### config.mk
export PLATFORM = sky130hd
export DESIGN_NAME = mem_bus_ctrl
export DESIGN_NICKNAME = d
export VERILOG_FILES = /design/src/rtl/mem_bus_ctrl_pkg.sv /design/src/rtl/mem_bus_ctrl_timeout_cnt.sv /design/src/rtl/mem_bus_ctrl.sv
export SDC_FILE = /design/constraint.sdc
export NUM_CORES = 1
export LEC_CHECK = 0
export CORE_MARGIN = 2
export CORE_UTILIZATION = 35
export CTS_CLUSTER_SIZE = 16
export DETAILED_ROUTE_END_ITERATION = 12
export MAX_ROUTING_LAYER = met4
export PLACE_DENSITY = 0.76
export REMOVE_ABC_BUFFERS = 1
export SKIP_LAST_GASP = 1
export SYNTH_ARGS = -nofsm -noshare
export SYNTH_HDL_FRONTEND = slang
export SYNTH_SLANG_ARGS = --single-unit
### constraint.sdc
create_clock -name clk -period 1.8 [get_ports clk]
set_clock_uncertainty 0.1 [all_clocks]
set_input_delay 0.45 -clock clk [delete_from_list [all_inputs] [get_ports clk]]
set_output_delay 0.45 -clock clk [all_outputs]
set_load 0.05 [all_outputs]
### src/rtl/mem_bus_ctrl_pkg.sv
// -----------------------------------------------------------------------------
// mem_bus_ctrl_pkg
// Shared definitions for the MEM-stage bus controller: bus word widths,
// READ/WRITE encoding, the default peripheral window (timer block), the
// default timeout budget, the FSM state encoding and the window decode helper.
// -----------------------------------------------------------------------------
package mem_bus_ctrl_pkg;

  localparam int WORD_ADDR_W = 32;
  localparam int WORD_DATA_W = 32;

  localparam logic READ  = 1'b0;
  localparam logic WRITE = 1'b1;

  // Timer block window: low bound inclusive, high bound exclusive.
  localparam logic [WORD_ADDR_W-1:0] TIMER_ADDR_L = 32'h8000_0000;
  localparam logic [WORD_ADDR_W-1:0] TIMER_ADDR_H = 32'h8000_0100;

  localparam int TIMEOUT_CYCLES_DEF = 16;

  typedef enum logic [2:0] {
    BUS_ST_IDLE   = 3'd0,
    BUS_ST_REQ    = 3'd1,
    BUS_ST_ACCESS = 3'd2,
    BUS_ST_WAIT   = 3'd3,
    BUS_ST_DONE   = 3'd4
  } bus_state_e;

  function automatic logic in_window(
    input logic [WORD_ADDR_W-1:0] addr,
    input logic [WORD_ADDR_W-1:0] lo,
    input logic [WORD_ADDR_W-1:0] hi
  );
    return (addr >= lo) && (addr < hi);
  endfunction

endpackage

### src/rtl/mem_bus_ctrl_timeout_cnt.sv
// -----------------------------------------------------------------------------
// bus_timeout_cnt
// Cycle counter used to abort bus transactions that stall too long. Only
// built when BUS_TIMEOUT_EN is defined.
// Ports:
//   clk, rst  : clock, synchronous active-high reset
//   clear     : force count to zero
//   enable    : count one cycle
//   tc        : terminal count; high in the LIMIT-th enabled cycle after clear
// -----------------------------------------------------------------------------
`ifdef BUS_TIMEOUT_EN
module bus_timeout_cnt #(
  parameter int LIMIT = 16
) (
  input  logic clk,
  input  logic rst,
  input  logic clear,
  input  logic enable,
  output logic tc
);

  localparam int CW = $clog2(LIMIT + 1);

  logic [CW-1:0] count;

  always_ff @(posedge clk) begin
    if (rst || clear) begin
      count <= '0;
    end else if (enable) begin
      count <= count + 1'b1;
    end
  end

  // Fires while the LIMIT-th cycle is in progress, so the owner leaves after
  // exactly LIMIT cycles.
  assign tc = enable && (count == CW'(LIMIT - 1));

endmodule
`endif

### src/rtl/mem_bus_ctrl.sv
// -----------------------------------------------------------------------------
// mem_bus_ctrl
// Routes MEM-stage loads/stores that hit the peripheral window onto the shared
// bus (request / grant / address strobe / ready handshake) and stalls the
// pipeline until the access completes.
// Optional feature: define BUS_TIMEOUT_EN to abort transactions that spend
// TIMEOUT_CYCLES cycles in REQ or WAIT (mem_err_o=1, mem_rd_data_o=0).
// Ports:
//   clk, rst                    clock, synchronous active-high reset
//   mem_req_i/rw_i/addr_i/wr_data_i   pipeline access request
//   mem_rd_data_o               load data, held until the next read completion
//   mem_done_o                  one-cycle completion pulse
//   mem_stall_o                 pipeline hold (combinational)
//   mem_err_o                   timeout flag, valid with mem_done_o
//   bus_mem_req/grnt            arbiter handshake
//   bus_mem_as/rw/addr/wr_data  bus master outputs
//   bus_mem_rdy/rd_data         slave response
// -----------------------------------------------------------------------------
module mem_bus_ctrl
  import mem_bus_ctrl_pkg::*;
#(
  parameter int                     TIMEOUT_CYCLES = TIMEOUT_CYCLES_DEF,
  parameter logic [WORD_ADDR_W-1:0] PERIPH_ADDR_L  = TIMER_ADDR_L,
  parameter logic [WORD_ADDR_W-1:0] PERIPH_ADDR_H  = TIMER_ADDR_H
) (
  input  logic                   clk,
  input  logic                   rst,
  input  logic                   mem_req_i,
  input  logic                   mem_rw_i,
  input  logic [WORD_ADDR_W-1:0] mem_addr_i,
  input  logic [WORD_DATA_W-1:0] mem_wr_data_i,
  output logic [WORD_DATA_W-1:0] mem_rd_data_o,
  output logic                   mem_done_o,
  output logic                   mem_stall_o,
  output logic                   mem_err_o,
  output logic                   bus_mem_req,
  input  logic                   bus_mem_grnt,
  output logic                   bus_mem_as,
  output logic                   bus_mem_rw,
  output logic [WORD_ADDR_W-1:0] bus_mem_addr,
  output logic [WORD_DATA_W-1:0] bus_mem_wr_data,
  input  logic                   bus_mem_rdy,
  input  logic [WORD_DATA_W-1:0] bus_mem_rd_data
);

  bus_state_e state, state_nxt;

  logic accept;    // in-window request taken in IDLE
  logic complete;  // slave ready during ACCESS/WAIT
  logic abort;     // timeout while still waiting on grant or ready
  logic timeout;

  assign accept   = (state == BUS_ST_IDLE) && mem_req_i &&
                    in_window(mem_addr_i, PERIPH_ADDR_L, PERIPH_ADDR_H);
  assign complete = ((state == BUS_ST_ACCESS) || (state == BUS_ST_WAIT)) && bus_mem_rdy;
  // A grant or ready arriving in the terminal cycle wins over the timeout.
  assign abort    = ((state == BUS_ST_REQ)  && !bus_mem_grnt && timeout) ||
                    ((state == BUS_ST_WAIT) && !bus_mem_rdy  && timeout);

`ifdef BUS_TIMEOUT_EN
  logic waiting;
  assign waiting = (state == BUS_ST_REQ) || (state == BUS_ST_WAIT);

  // Held clear outside REQ/WAIT, so it starts from zero on every entry.
  bus_timeout_cnt #(
    .LIMIT (TIMEOUT_CYCLES)
  ) u_timeout_cnt (
    .clk    (clk),
    .rst    (rst),
    .clear  (!waiting),
    .enable (waiting),
    .tc     (timeout)
  );
`else
  assign timeout = 1'b0;
`endif

  // State register.
  // NOTE: sequential state uses non-blocking (<=) so every flop samples
  // pre-edge values regardless of process ordering.
  always_ff @(posedge clk) begin
    if (rst) begin
      state <= BUS_ST_IDLE;
    end else begin
      state <= state_nxt;
    end
  end

  // Next-state logic.
  // NOTE: every always_comb output gets a default first so no path can
  // leave it unassigned and infer a latch.
  always_comb begin
    state_nxt = state;
    unique case (state)
      BUS_ST_IDLE:   if (accept) state_nxt = BUS_ST_REQ;
      BUS_ST_REQ:    if (bus_mem_grnt) state_nxt = BUS_ST_ACCESS;
                     else if (abort)   state_nxt = BUS_ST_DONE;
      BUS_ST_ACCESS: state_nxt = bus_mem_rdy ? BUS_ST_DONE : BUS_ST_WAIT;
      BUS_ST_WAIT:   if (bus_mem_rdy || abort) state_nxt = BUS_ST_DONE;
      BUS_ST_DONE:   state_nxt = BUS_ST_IDLE;
      default:       state_nxt = BUS_ST_IDLE;
    endcase
  end

  // Outputs decoded from state.
  always_comb begin
    bus_mem_req = 1'b0;
    bus_mem_as  = 1'b0;
    mem_done_o  = 1'b0;
    mem_stall_o = accept;
    unique case (state)
      BUS_ST_REQ,
      BUS_ST_WAIT: begin
        bus_mem_req = 1'b1;
        mem_stall_o = 1'b1;
      end
      BUS_ST_ACCESS: begin
        bus_mem_req = 1'b1;
        bus_mem_as  = 1'b1;
        mem_stall_o = 1'b1;
      end
      BUS_ST_DONE: mem_done_o = 1'b1;
      default: ;
    endcase
  end

  // Latched transaction, load data and error flag. The bus address/data lines
  // only change on accept, so they hold their value outside ACCESS as well.
  always_ff @(posedge clk) begin
    if (rst) begin
      bus_mem_addr    <= '0;
      bus_mem_wr_data <= '0;
      bus_mem_rw      <= READ;
      mem_rd_data_o   <= '0;
      mem_err_o       <= 1'b0;
    end else begin
      if (accept) begin
        bus_mem_addr    <= mem_addr_i;
        bus_mem_wr_data <= mem_wr_data_i;
        bus_mem_rw      <= mem_rw_i;
        mem_err_o       <= 1'b0;
      end
      if (complete && (bus_mem_rw == READ)) begin
        mem_rd_data_o <= bus_mem_rd_data;
      end
      if (abort) begin
        mem_rd_data_o <= '0;
        mem_err_o     <= 1'b1;
      end
    end
  end

endmodule

==> impl_metrics.py <==
metrics = {
    "timing": {
        "hold_violations": 0,
        "setup_viol": 13,
        "report.final.slew_viol_count": 0,
        "fmax_mhz": 483,
        "fin_crit_ns": 2.07,
        "holdWs_ns": 0.351,
        "setup_slack_ns": -0.272,
        "rsz0062_at_grt": "true",
        "min_period_over_period": 1.15,
    },
    "power_and_ir_drop": {
        "p_leak_nw": 2.53,
        "power_frac_seq": 0.542,
        "swShare": 0.201,
        "p_int_mw": 3.26,
        "power_frac_comb": 0.080,
        "vdd_drop_max_uv": 466,
        "p_per_area_nw_per_um2": 630,
        "power_mw": 4.08,
        "power_frac_clock": 0.378,
        "switching_power_mw": 0.820,
    },
    "clock_tree": {
        "hold_buffers": 0,
        "h-tree-depth": 3,
        "insertion_delay_ns": 0.35,
        "cts.root.buffer_cell": "clkbuf_8",
        "cts_made_buffers": 9,
        "cts_buffer_depth": 2,
        "clock_sinks": 100,
        "clk_pin_slew_ns": 0.09,
        "cts_tree": "built",
    },
    "worst_setup_path": {
        "path_class": "in -> out",
        "required_ns": 1.25,
        "worstPathArrival_ns": 1.52,
        "worst_setup_path_start_kind": "input port",
        "crit_end": "mem_stall_o",
        "endpoint_kind": "output pin",
        "worstReg2RegStart": "state[0]",
        "rrSetupSlack_ns": 0,
        "cp_max_fo": 2,
        "max_stage_delay_ns": 0.27,
        "crit_path_top_delay_cell": "nor4b_4",
        "r2r_end": "bus_mem_wr_data[17]",
        "crit_chain": "dlygate4sd2_1 > nor4b_4 > nand4_1 > o22ai_2 > buf_12",
        "r2r_cells": 8,
        "critPathLaunch": "mem_addr_i[8]",
    },
    "placement": {
        "place_congestion": 0.795,
        "dp.cells": 724,
        "hpwl_um": 7160,
        "io_buffer_count": 202,
    },
    "drt": {
        "first_iter_violations": 195,
        "wl_um": 10600,
        "drc": 0,
        "avgRoutedWirePerCell_um": 14.0,
        "drt-vias-per-instance": 4.55,
        "vias": 3429,
        "ant_nets": 0,
        "dr.pass1.iters": 4,
    },
    "logic_synthesis": {
        "ys_top_cells_by_area": "dfxtp_1, nand2b_1, mux2i_1",
        "yosysMostFrequentCell": "dfxtp_1",
        "synthTopCellsByCount": "dfxtp_1, nand2b_1, nand2_1",
        "syn-cell-area_um2": 3840,
        "yosys_warnings": 0,
        "synth-main-ff-cell": "dfxtp_1",
        "async_flop_share": 0,
        "yosysTopAreaCellShare": 0.522,
        "synth_top_area_cell": "dfxtp_1",
        "netlist_instances": 400,
        "avgSynthCellArea_um2": 9.59,
        "ys_types": 27,
        "ys_ff_latch": 100,
        "seq_area_frac_synth": 0.522,
        "synth_edf_count": 0,
    },
    "die": {
        "pin_count": 204,
        "coreArea_um2": 10700,
        "start_util": 0.357,
        "rows": 38,
        "die_w_um": 109,
        "fp.dieArea_um2": 11800,
        "die_h_um": 109,
    },
    "layout": {
        "syn_to_final_growth_pct": 68.7,
        "final_layout_size_suffix_gt1_frac": 0.263,
        "fin_nets": 710,
        "stdcell_count": 753,
        "diodes": 0,
        "n_fill_cell": 906,
    },
    "run_status": {
        "violations": "setup timing",
        "outcome": "finished, violations left",
    },
    "global_routing": {
        "grt_pass1_vias": 3355,
        "grt_start_max_net_pins": 73,
        "antenna_found_initial": 0,
        "grt_pass1_wl_um": 16200,
        "grt_usage": 0.180,
        "grt_overflow": 0,
    },
    "worst_hold_path": {
        "hp-class": "in -> reg",
    },
    "flow_run": {
        "drv_cap": 0,
    },
}
-- layer usage --
layer  track usage  vias up  wire (um)
met5             -        -          0
met4        0.0513        0         98
met3        0.0496       10        871
met2         0.303      135       5160
met1         0.210     1564       4450
li1              -     1720          -
-- cells in the final DEF (no fill, tap or decap), drive strengths merged --
cell	Yosys	final
nor4b	2	2
nor2	4	4
conb	1	1
dlygate4sd2	0	21
a21oi	32	32
clkdlybuf4s15	0	4
clkbuf	21	12
nand2	66	66
nor4	5	5
nand3	1	1
bufinv	0	2
mux2i	41	41
clkdlybuf4s50	0	75
nand2b	82	82
nor2b	1	1
o311a	1	1
o22ai	1	1
mux2	1	1
and2	1	1
clkinv	0	1
o21ba	1	1
clkinvlp	0	1
buf	10	128
nor3b	24	24
or3	1	1
nor3	3	3
dfxtp	100	100
nand4	1	1
-- power by group through the flow --
| stage | Combinational [mW] | Sequential [mW] | Clock [mW] |
|---|---|---|---|
| after global routing | 0.351 | 2.21 | 1.69 |
| after CTS | 0.321 | 2.21 | 1.60 |
| after floorplan | 0.0586 | 2.26 | 0 |
| final | 0.327 | 2.21 | 1.54 |
| after global placement | 0.327 | 2.26 | 0 |
| after detailed placement | 0.331 | 2.26 | 0 |
-- sequential cells by signal (all words and copies together) (netlist names) --
signal           cells
bus_mem_rw           1
mem_rd_data_o       32
bus_mem_wr_data     32
state                3
bus_mem_addr        32
-- area by class of cell --
| cell class | count | area (um^2) | area share |
|---|---|---|---|
| clock buffer | 12 | 145 | 0.0224 |
| tap | 140 | 175 | 0.0271 |
| clock inverter | 4 | 72.6 | 0.0112 |
| sequential | 100 | 2010 | 0.310 |
| multi-input combinational | 269 | 1780 | 0.276 |
| timing repair buffer | 228 | 2290 | 0.354 |
-- through the flow --
stage | setup WS, ns | TNS [ns] | util | area (um^2)
floorplan | -1.56 | -127.60 | - | 3670
global placement | -0.582 | -35.49 | 0.551 | 5920
detailed placement | -0.565 | -38.27 | 0.551 | 5920
CTS | -0.238 | -0.432 | 0.606 | 6520
global route | -0.306 | -1.23 | 0.602 | 6470
finish | -0.272 | -0.701 | 0.602 | 6470
-- kinds of logic (layout without fill, tap and decap cells) --
kind of cell,after synthesis,in the layout,synth area share
AO/OA/AOI/OAI,35,35,0.0486
buffers and inverters,31,244,0.0427
flip-flops,100,100,0.522
multiplexers,42,42,0.110
other,1,1,0.000978
AND/OR/NAND/NOR,191,191,0.276
-- what timing repair did --
action / in CTS / in global routing
endpoints found under the setup margin: 69 / 41
buffers inserted: 15 / 3
gates cloned: 6 / 0
gates resized for setup: 58 / 11
pin swaps: 15 / 8
-- worst min-delay path by stage --
stage                                   end         startpoint  cells past startpoint  slack [ns]
final                       bus_mem_addr[8]                rst                      2        0.35
after floorplan            mem_rd_data_o[0]                rst                      1        0.42
after global routing       bus_mem_addr[15]                rst                      2        0.36
after detailed placement  mem_rd_data_o[10]  mem_rd_data_o[10]                      2        0.35
after global placement     mem_rd_data_o[8]   mem_rd_data_o[8]                      2        0.34
after CTS                   bus_mem_addr[8]                rst                      2        0.32
-- critical path: cells and delay by family --
kind | cells | cell delay, ns
buffers and inverters | 2 | 0.42
AND/OR/NAND/NOR | 2 | 0.44
AO/OA/AOI/OAI | 1 | 0.21
(Power assumes the default switching activity.)
